--- src/rtl/afe_event_sched.sv ---
// AFE status-line event scheduler: synchronises and debounces asynchronous lines,
// then delivers filtered edges one at a time over a round-robin valid/ready port.

module afe_sync_2ff #(
    parameter int               WIDTH     = 1,
    parameter logic [WIDTH-1:0] RESET_VAL = '0
) (
    input  logic             clk,
    input  logic             rst_n,
    input  logic [WIDTH-1:0] d,
    output logic [WIDTH-1:0] q
);

    logic [WIDTH-1:0] meta;

    // NOTE: non-blocking assignments make meta->q a true two-stage shift, not a wire.
    always_ff @(posedge clk or negedge rst_n) begin
        if (!rst_n) begin
            meta <= RESET_VAL;
            q    <= RESET_VAL;
        end else begin
            meta <= d;
            q    <= meta;
        end
    end

endmodule

module afe_event_sched #(
    parameter int                NUM_IN    = 4,
    parameter int                DEBOUNCE  = 3,
    parameter logic [NUM_IN-1:0] RESET_VAL = '0,
    localparam int               IDX_W     = (NUM_IN > 1) ? $clog2(NUM_IN) : 1
) (
    input  logic              clk,
    input  logic              rst_n,
    input  logic [NUM_IN-1:0] async_in,
    input  logic [NUM_IN-1:0] enable,
    output logic [NUM_IN-1:0] level,
    output logic              evt_valid,
    input  logic              evt_ready,
    output logic [IDX_W-1:0]  evt_idx,
    output logic              evt_rising,
    output logic [NUM_IN-1:0] overrun,
    input  logic              overrun_clr
);

    localparam int               CNT_W   = (DEBOUNCE > 1) ? $clog2(DEBOUNCE) : 1;
    localparam logic [CNT_W-1:0] CNT_MAX = CNT_W'(DEBOUNCE - 1);

    logic [NUM_IN-1:0] sync;
    logic [NUM_IN-1:0] lvl_chg;
    logic [NUM_IN-1:0] pending;
    logic [NUM_IN-1:0] pol;
    logic [NUM_IN-1:0] grant_req;
    logic [NUM_IN-1:0] grant_oh;
    logic [NUM_IN-1:0] ovr_set;
    logic [CNT_W-1:0]  cnt [NUM_IN];
    logic [IDX_W-1:0]  last_grant;
    logic [IDX_W-1:0]  winner;
    logic              any_req;
    logic              load;

    afe_sync_2ff #(
        .WIDTH     (NUM_IN),
        .RESET_VAL (RESET_VAL)
    ) u_sync (
        .clk   (clk),
        .rst_n (rst_n),
        .d     (async_in),
        .q     (sync)
    );

    // A level flips on the DEBOUNCE-th consecutive cycle the synchronised value disagrees.
    always_comb begin
        for (int i = 0; i < NUM_IN; i++) begin
            lvl_chg[i] = (sync[i] != level[i]) && (cnt[i] == CNT_MAX);
        end
    end

    // NOTE: the counter array is a handful of flops, so it is reset explicitly like any register.
    always_ff @(posedge clk or negedge rst_n) begin
        if (!rst_n) begin
            level <= RESET_VAL;
            for (int i = 0; i < NUM_IN; i++) begin
                cnt[i] <= '0;
            end
        end else begin
            level <= level ^ lvl_chg;
            for (int i = 0; i < NUM_IN; i++) begin
                if (sync[i] == level[i] || lvl_chg[i]) begin
                    cnt[i] <= '0;
                end else begin
                    cnt[i] <= cnt[i] + 1'b1;
                end
            end
        end
    end

    // Round-robin search starting just after the last granted channel.
    // NOTE: every output of this block is given a default first so no latch is inferred.
    always_comb begin
        logic                found;
        logic [IDX_W-1:0]    cand;
        grant_req = pending & enable;
        any_req   = |grant_req;
        winner    = '0;
        found     = 1'b0;
        cand      = '0;
        for (int k = 1; k <= NUM_IN; k++) begin
            cand = IDX_W'((int'(last_grant) + k) % NUM_IN);
            if (!found && grant_req[cand]) begin
                found  = 1'b1;
                winner = cand;
            end
        end
    end

    assign load = any_req && (!evt_valid || evt_ready);

    always_comb begin
        for (int i = 0; i < NUM_IN; i++) begin
            grant_oh[i] = load && (winner == IDX_W'(i));
            ovr_set[i]  = enable[i] && lvl_chg[i] && pending[i] && !grant_oh[i];
        end
    end

    // A fresh edge wins over a same-cycle grant: the channel stays pending with the new polarity.
    always_ff @(posedge clk or negedge rst_n) begin
        if (!rst_n) begin
            pending <= '0;
            pol     <= '0;
            overrun <= '0;
        end else begin
            for (int i = 0; i < NUM_IN; i++) begin
                if (!enable[i]) begin
                    pending[i] <= 1'b0;
                end else if (lvl_chg[i]) begin
                    pending[i] <= 1'b1;
                    pol[i]     <= sync[i];
                end else if (grant_oh[i]) begin
                    pending[i] <= 1'b0;
                end
            end
            overrun <= (overrun_clr ? '0 : overrun) | ovr_set;
        end
    end

    always_ff @(posedge clk or negedge rst_n) begin
        if (!rst_n) begin
            evt_valid  <= 1'b0;
            evt_idx    <= '0;
            evt_rising <= 1'b0;
            last_grant <= IDX_W'(NUM_IN - 1);
        end else if (load) begin
            evt_valid  <= 1'b1;
            evt_idx    <= winner;
            evt_rising <= pol[winner];
            last_grant <= winner;
        end else if (evt_ready) begin
            evt_valid  <= 1'b0;
        end
    end

endmodule

--- config.mk ---
export PLATFORM = sky130hd
export DESIGN_NAME = afe_event_sched
export DESIGN_NICKNAME = d
export VERILOG_FILES = /design/src/rtl/afe_event_sched.sv
export SDC_FILE = /design/constraint.sdc
export NUM_CORES = 1
export LEC_CHECK = 0
export CAP_MARGIN = 20
export CORE_MARGIN = 4
export CORE_UTILIZATION = 45
export DETAILED_ROUTE_END_ITERATION = 6
export MAX_ROUTING_LAYER = met4
export PLACE_DENSITY = 0.75
export SYNTH_ARGS = -nofsm -noshare
export SYNTH_HDL_FRONTEND = slang
export SYNTH_HIERARCHICAL = 1
export SYNTH_SLANG_ARGS = --single-unit
--- constraint.sdc ---
create_clock -name clk -period 4.1 [get_ports clk]
set_input_delay 0.82 -clock clk [delete_from_list [all_inputs] [get_ports clk]]
set_output_delay 0.82 -clock clk [all_outputs]
set_load 0.05 [all_outputs]
==> results.py, run 1 <==
metrics = {
    "critical_path": {
        "slowest_stage": "clkdlybuf4s50_1",
        "path_delay_family": "buffers and inverters",
        "cpPeakStageDelay_ns": 0.83,
        "critPathKind": "reg -> out",
        "cp_data_required_time_ns": 3.28,
        "startpoint_type": "flip-flop",
        "endpoint_kind": "output port",
        "arrival_ns": 1.60,
        "crit_path_cell_trace": "clkdlybuf4s50_1",
        "cp_max_fo": 5,
        "path_buf_inv": 1,
    },
    "clock_tree": {
        "clockBufferDepth": 2,
        "cts_max_level": 2,
        "cts_hold_buf": 0,
        "clock_latency_ns": 0.34,
        "cts_tree": "built",
        "cts_resized": 0,
        "cts_root_buf": "clkbuf_4",
        "post-cts-setup-buffers": 0,
        "cts_sinks": 38,
        "cts_buffers": 5,
        "clk_transition_reported_paths_ns": 0.11,
    },
    "drt": {
        "drc": 0,
        "vias": 1119,
        "detail_route.wl_per_cell_um": 14.04,
        "drtAntennaViolNets": 0,
        "drt-initial-drc-count": 66,
        "drt_wl_total_mm": 2.893,
        "drt_pre_antenna_iters": 6,
        "vias_per_cell": 5.432,
    },
    "synth": {
        "synthesis.nets": 146,
        "ys_seq_area_share_pct": 59.12,
        "ys_types": 35,
        "synth_edf_count": 0,
        "netlist_area_mm2": 0.001613,
        "synth-seq-cells": 38,
        "syn_area_per_cell_um2": 12.41,
        "synth_ff_type": "dfrtp_1",
        "async_flop_share_pct": 100.0,
        "yosys_warnings": 6,
        "netlist_instances": 130,
    },
    "power_and_ir_drop": {
        "p_leak_nw": 0.8208,
        "p_per_area_mw_per_mm2": 667.3,
        "total_power_mw": 1.309,
        "irDropWorstVdd_v": 0.0002661,
    },
    "sta": {
        "slew_headroom_pct": 45.05,
        "layout_min_cycle_time_ns": 2.416,
        "rsz0062_at_grt": "false",
        "hold_viol_final": 0,
        "tightest_slew_ns": 0.8243,
        "setup_viol": 0,
        "finalClockSkew_ns": 0.006847,
        "final_max_slew_viol_count": 0,
        "finalWorstSetupSlack_ns": 1.684,
        "finalCritPeriodShare_pct": 58.92,
        "fmax_ghz": 0.4140,
        "finalSetupTns_ns": 0,
    },
    "placement": {
        "dp_cells": 198,
        "gp_congestion": 0.8379,
        "hpwl_mm": 2.177,
        "dpl_worst_slack_ns": 1.389,
        "io_buffers": 23,
    },
    "cells_and_area": {
        "final_common_cell": "dfrtp_1",
        "fin_nets": 175,
        "drive_gt1_share_pct": 15.00,
        "final_cell_mix": "dfrtp_1, clkdlybuf4s50_1, nand2_1",
        "area_growth_pct": 21.64,
        "diodes": 0,
        "fillers": 274,
        "instances_no_fill": 206,
    },
    "worst_hold_path": {
        "min-delay-path-class": "reg -> reg",
    },
    "floorplanning": {
        "core_mm2": 0.003390,
        "dieArea_mm2": 0.004606,
        "start_util_pct": 47.58,
        "io_pins": 24,
        "die_w_um": 67.87,
        "die_y_um": 67.87,
        "row_count": 21,
    },
    "grt": {
        "grt_start_max_net_pins": 39,
        "antenna_found_initial": 0,
        "grt_pass1_vias": 1141,
        "track_usage_pct": 15.75,
        "grt_pass1_wl_mm": 5.119,
        "grt_remaining_overflow": 0,
    },
    "run_status": {
        "status": "finished, final reports clean",
    },
    "run": {
        "cap_violations": 0,
    },
}
## Yosys cell counts, types with 2 or more instances
cell        n  area share (%)
a31oi_4     2             2.6
mux2i_1     3             1.9
o21a_1      2            0.93
ha_1        4             3.1
nand2b_1    3             1.2
o2111ai_1   2             1.1
dfrtp_1    36              56
o2bb2ai_1   2             1.1
o21ai_0     8             2.5
nor2_1      5             1.2
a31oi_1     4             1.6
inv_1       8             1.9
nor3_1      8             2.5
nand2_1    11             2.6
dfstp_2     2             3.3
mux2_2      5             3.5
xnor2_1     4             2.2
a21oi_1     2            0.62
o21bai_1    2            0.93
a32o_1      2             1.2
## worst paths after layout
kind / endpoint / slack [ns] / start / depth (start not counted)
min reg2reg: u_sync/q[2]$_DFF_PN0_ / 0.36 / u_sync/meta[2]$_DFF_PN0_ / 0
max reg2reg: evt_rising$_DFFE_PN0P_ / 2.27 / last_grant[1]$_DFFE_PN1P_ / 5
min in group asynchronous: u_sync/meta[2]$_DFF_PN0_ / 0.56 / rst_n / 1
max: level[3] / 1.68 / flip-flop / 1
min: u_sync/q[2]$_DFF_PN0_ / 0.36 / u_sync/meta[2]$_DFF_PN0_ / 0
max in group asynchronous: cnt[7]$_DFF_PN0_ / 3.02 / rst_n / 1
## report_power, final
group / leakage (nW) / switching, mW / internal, mW
clock network: 0.0450 / 0.118 / 0.126
logic: 0.313 / 0.311 / 0.199
registers: 0.463 / 0.0762 / 0.479
## cell families (layout without fill, tap and decap cells)
| group | count (synthesis) | count (layout) | synth area share [%] |
|---|---|---|---|
| simple gates | 33 | 33 | 10.32 |
| mux | 8 | 8 | 5.353 |
| compound gates | 34 | 34 | 17.38 |
| flops | 38 | 38 | 59.12 |
| fa+ha+maj | 4 | 4 | 3.103 |
| buf+inv | 9 | 39 | 2.560 |
| xor+xnor | 4 | 4 | 2.172 |
## routing by layer
layer	vias to the layer above	wire length (um)	global-route usage, %
li1	529	-	-
met1	554	1292	19.29
met2	30	1409	24.18
met3	6	131	3.941
met4	0	60	8.189
met5	-	0	-
## through the flow
step / area [um2] / hold WS, ns / utilization, %
floorplan: 1613 / 0.3312 / -
global placement: 1884 / 0.3314 / 55.59
detailed placement: 1884 / 0.3356 / 55.59
CTS: 1962 / 0.3621 / 57.88
global route: 1962 / 0.3763 / 57.88
finish: 1962 / 0.3585 / 57.88
## area by class of cell
cell class / instances / area [um2] / area share (%)
Clock inverter: 3 / 40.04 / 2.041
Multi-Input combinational cell: 83 / 618.1 / 31.51
Inverter: 8 / 30.03 / 1.531
Timing Repair Buffer: 23 / 225.2 / 11.48
Clock buffer: 5 / 37.54 / 1.913
Sequential cell: 38 / 953.4 / 48.60
Tap cell: 46 / 57.56 / 2.934
No activity file was read; power rests on OpenSTA's default activity.
==> run 2, diff against run 1 <==
PLACE_DENSITY = 0.78   (was 0.75)
clock period = 2.1 ns   (was 4.1 ns; I/O delays follow)
==> results.py, run 2 (same netlist as run 1, synthesis figures left out) <==
metrics = {
    "grt": {
        "grt_remaining_overflow": 0,
        "grt_start_max_net_pins": 39,
        "antenna_found_initial": 0,
        "track_usage_pct": 14.79,
        "grt_pass1_vias": 1127,
        "grt_pass1_wl_mm": 4.761,
    },
    "sta": {
        "finalClockSkew_ns": 0.005469,
        "fmax_ghz": 0.4991,
        "finalCritPeriodShare_pct": 95.41,
        "final_max_slew_viol_count": 0,
        "rsz0062_at_grt": "false",
        "finalWorstSetupSlack_ns": 0.09640,
        "setup_viol": 0,
        "layout_min_cycle_time_ns": 2.004,
        "hold_viol_final": 0,
        "slew_headroom_pct": 47.06,
        "tightest_slew_ns": 0.7941,
    },
    "critical_path": {
        "crit_path_cell_trace": "clkdlybuf4s50_1",
        "critical_path_depth": 1,
        "cp_max_fo": 5,
        "path_delay_family": "buffers and inverters",
        "critPathKind": "reg -> out",
        "reg2regPathDepth": 5,
        "path_buf_inv": 1,
        "endpoint_kind": "output port",
        "slowest_stage": "clkdlybuf4s50_1",
        "cpPeakStageDelay_ns": 0.83,
        "rr_startpoint": "last_grant[1]$_DFFE_PN1P_",
        "cp_data_required_time_ns": 1.68,
        "rrSetupSlack_ns": 0.34,
        "regToRegEndpoint": "overrun[2]$_DFF_PN0_",
        "startpoint_type": "flip-flop",
        "arrival_ns": 1.58,
    },
    "floorplanning": {
        "core_mm2": 0.003390,
        "dieArea_mm2": 0.004606,
        "die_w_um": 67.87,
        "row_count": 21,
        "die_y_um": 67.87,
        "start_util_pct": 47.58,
        "io_pins": 24,
    },
    "worst_hold_path": {
        "min-delay-path-class": "in -> async",
    },
    "drt": {
        "drt-initial-drc-count": 37,
        "wl_met2_mm": 1.355,
        "drc": 0,
        "routed-wl-met3_um": 169,
        "drt_pre_antenna_iters": 4,
        "vias": 1112,
        "top_layer_used": "met4",
        "drt_wl_total_mm": 2.834,
        "drtAntennaViolNets": 0,
        "met1_length_mm": 1.257,
        "vias_per_cell": 5.245,
        "detail_route.wl_per_cell_um": 13.37,
    },
    "power_and_ir_drop": {
        "p_leak_nw": 0.8399,
        "irDropWorstVdd_v": 0.0005668,
        "p_per_area_mw_per_mm2": 1245,
    },
    "cells_and_area": {
        "multi_input_area_um2": 618.1,
        "fin_area_mm2": 0.001989,
        "area_growth_pct": 23.35,
        "fin_nets": 181,
        "final_util_pct": 58.69,
        "fillers": 269,
        "diodes": 0,
        "regArea_um2": 953.4,
        "final_cell_mix": "dfrtp_1, clkdlybuf4s50_1, nand2_1",
        "final_common_cell": "dfrtp_1",
        "drive_gt1_share_pct": 17.47,
    },
    "clock_tree": {
        "cts_max_level": 2,
        "cts_hold_buf": 0,
        "clock_latency_ns": 0.33,
        "post-cts-setup-buffers": 0,
        "cts_root_buf": "clkbuf_4",
        "cts_tree": "built",
        "cts_sinks": 38,
        "cts_buffers": 5,
        "clockBufferDepth": 2,
        "cts_resized": 0,
        "clk_transition_reported_paths_ns": 0.10,
    },
    "run": {
        "cap_violations": 0,
    },
    "placement": {
        "dpl_worst_slack_ns": -0.1113,
        "dpl_cell_area_mm2": 0.001929,
        "gp_congestion": 0.8200,
        "io_buffers": 23,
        "hpwl_mm": 2.189,
    },
    "run_status": {
        "status": "finished, final reports clean",
    },
}
## run 2: changes by cell type in the layout (fill, tap and decap cells not counted), sizes merged
cell	before	now
clkbuf	5	7
clkinv	2	1
buf	1	7
bufinv	1	0
## run 2: how the worst max path moves through the flow
stage	startpoint	to	slack, ns
detailed placement	enable[0]	evt_rising$_DFFE_PN0P_	-0.11
global placement	enable[0]	evt_rising$_DFFE_PN0P_	-0.1
finish	flip-flop	level[3]	0.1
global route	flip-flop	level[3]	0.02
CTS	flip-flop	level[3]	0.06
floorplan	last_grant[1]$_DFFE_PN1P_	evt_rising$_DFFE_PN0P_	0.50
## run 2: worst reg2reg max path, cell delays in order, from the launching register on
cell and delay, ns:
dfstp_2 0.62, inv_1 0.08, o2111ai_1 0.18, and3_1 0.38, a31oi_4 0.13, a32o_1 0.28
## run 2: through the flow
step | setup TNS (ns) | hold WS (ns) | total power [mW] | cells
after floorplan | 0 | 0.1244 | 1.793 | 130
after global placement | -0.2083 | 0.3322 | 2.080 | 204
after global routing | 0 | 0.2151 | 2.643 | 212
after detailed placement | -0.3693 | 0.3358 | 2.123 | 204
after CTS | 0 | 0.1699 | 2.510 | 212
final | 0 | 0.1576 | 2.477 | 212
## run 2: cell type report
type                    count  share of cell area (%)
repair buffers             29                   13.58
clock inverters             1                  0.2516
flip-flops and latches     38                   47.92
inverters                   8                   1.509
multi-input cells          83                   31.07
well taps                  46                   2.893
clock buffers               7                   2.767
## run 2: where the power goes
part / switching [mW] / total [mW] / internal (mW)
clock: 0.220 / 0.382 / 0.162
combinational: 0.601 / 1.01 / 0.408
sequential: 0.150 / 1.09 / 0.936
## run 2: routing by layer
| layer | up-vias | global-route usage, % |
|---|---|---|
| met3 | 7 | 5.090 |
| met1 | 530 | 17.16 |
| met4 | 0 | 7.444 |
| li1 | 543 | - |
| met2 | 32 | 22.84 |
| met5 | - | - |
==> run 3, diff against run 2 <==
CORE_UTILIZATION = 47   (was 45)
PLACE_DENSITY = 0.81   (was 0.78)
SLEW_MARGIN = 5   (was default)
==> results.py, run 3 (same netlist as run 1, synthesis figures left out) <==
metrics = {
    "critical_path": {
        "regToRegEndpoint": "evt_rising$_DFFE_PN0P_",
        "rrSetupSlack_ns": 0.38,
        "path_buf_inv": 1,
        "arrival_ns": 1.59,
        "cp_max_fo": 4,
        "path_delay_family": "buffers and inverters",
        "rr_startpoint": "last_grant[1]$_DFFE_PN1P_",
        "endpoint_kind": "output port",
        "reg2regPathDepth": 5,
        "slowest_stage": "clkdlybuf4s50_1",
        "cp_data_required_time_ns": 1.68,
        "cpPeakStageDelay_ns": 0.83,
        "crit_path_cell_trace": "clkdlybuf4s50_1",
        "critPathKind": "reg -> out",
        "startpoint_type": "flip-flop",
    },
    "cells_and_area": {
        "fillers": 298,
        "final_cell_mix": "dfrtp_1, clkdlybuf4s50_1, nand2_1, buf_4",
        "fin_nets": 184,
        "diodes": 0,
        "final_util_pct": 60.11,
        "final_common_cell": "dfrtp_1",
        "fin_area_mm2": 0.002006,
        "drive_gt1_share_pct": 17.16,
        "area_growth_pct": 24.36,
    },
    "run": {
        "cap_violations": 0,
    },
    "clock_tree": {
        "cts_hold_buf": 0,
        "cts_resized": 0,
        "cts_buffers": 5,
        "clock_latency_ns": 0.34,
        "cts_sinks": 38,
        "post-cts-setup-buffers": 0,
        "cts_max_level": 2,
        "cts_tree": "built",
        "cts_root_buf": "clkbuf_4",
        "clk_transition_reported_paths_ns": 0.10,
        "clockBufferDepth": 2,
    },
    "floorplanning": {
        "dieArea_mm2": 0.004433,
        "core_mm2": 0.003337,
        "die_y_um": 66.58,
        "io_pins": 24,
        "start_util_pct": 48.33,
        "die_w_um": 66.58,
        "row_count": 21,
    },
    "sta": {
        "finalWorstSetupSlack_ns": 0.09469,
        "finalCritPeriodShare_pct": 95.49,
        "finalClockSkew_ns": 0.01476,
        "rsz0062_at_grt": "false",
        "final_max_slew_viol_count": 0,
        "slew_headroom_pct": 65.96,
        "finalSetupTns_ns": 0,
        "tightest_slew_ns": 0.5091,
        "layout_min_cycle_time_ns": 2.005,
        "hold_viol_final": 0,
        "fmax_ghz": 0.4987,
        "setup_viol": 0,
    },
    "worst_hold_path": {
        "hold_path_depth": 0,
        "hp-start": "u_sync/meta[3]$_DFF_PN0_",
        "min-delay-path-class": "reg -> reg",
        "worst_hold_path.endpoint": "u_sync/q[3]$_DFF_PN0_",
    },
    "placement": {
        "dpl_worst_slack_ns": -0.06533,
        "io_buffers": 23,
        "dpl_cell_area_mm2": 0.001957,
        "gp_congestion": 0.9402,
        "hpwl_mm": 2.296,
    },
    "drt": {
        "vias": 1133,
        "vias_per_cell": 5.270,
        "drtAntennaViolNets": 0,
        "drt_wl_total_mm": 2.999,
        "drc": 0,
        "drt_pre_antenna_iters": 4,
        "drt-initial-drc-count": 57,
        "detail_route.wl_per_cell_um": 13.95,
    },
    "run_status": {
        "status": "finished, final reports clean",
    },
    "power_and_ir_drop": {
        "p_leak_nw": 0.8450,
        "irDropWorstVdd_v": 0.0006239,
        "p_per_area_mw_per_mm2": 1229,
    },
    "grt": {
        "track_usage_pct": 16.48,
        "antenna_found_initial": 0,
        "grt_pass1_vias": 1171,
        "grt_pass1_wl_mm": 5.257,
        "grt_start_max_net_pins": 39,
        "grt_remaining_overflow": 0,
    },
}
[run 3: how the worst max path moves through the flow]
stage | start | endpoint | slack, ns | cells after the start
2_1_floorplan | last_grant[1]$_DFFE_PN1P_ | evt_rising$_DFFE_PN0P_ | 0.50 | 5
3_3_place_gp | enable[1] | evt_rising$_DFFE_PN0P_ | -0.06 | 6
3_5_place_dp | enable[2] | overrun[2]$_DFF_PN0_ | -0.07 | 6
4_1_cts | flip-flop | level[2] | 0.08 | 1
5_1_grt | flip-flop | level[3] | 0.008 | 1
6_report | flip-flop | level[2] | 0.09 | 1
[run 3: metrics by stage]
stage / hold WS (ns) / instances / power [mW]
6_report: 0.3557 / 215 / 2.465
5_1_grt: 0.3767 / 215 / 2.641
4_1_cts: 0.3580 / 215 / 2.492
3_5_place_dp: 0.3347 / 207 / 2.135
3_3_place_gp: 0.3323 / 207 / 2.096
2_1_floorplan: 0.1244 / 130 / 1.793
[run 3: final cells by class]
| cell class | count | area (um2) | area share, % |
|---|---|---|---|
| well taps | 46 | 57.56 | 2.870 |
| repair buffers | 32 | 297.8 | 14.85 |
| inverters | 8 | 30.03 | 1.497 |
| clock buffers | 8 | 48.80 | 2.433 |
| multi-input cells | 83 | 618.1 | 30.82 |
| flip-flops and latches | 38 | 953.4 | 47.54 |
[run 3: per-layer routing]
metal  GRT usage, %  routed length [um]  share of wire [%]
met5              -                   0                  0
met4          8.122                  70                2.3
met3          6.071                 122                4.1
met2          24.50                1452                 48
met1          19.74                1353                 45
[run 3: where the power goes]
| part | leakage [nW] | switching, mW | internal, mW |
|---|---|---|---|
| Combinational | 0.356 | 0.610 | 0.418 |
| Clock | 0.0265 | 0.220 | 0.134 |
| Sequential | 0.463 | 0.147 | 0.936 |
| Total | 0.845 | 0.978 | 1.49 |
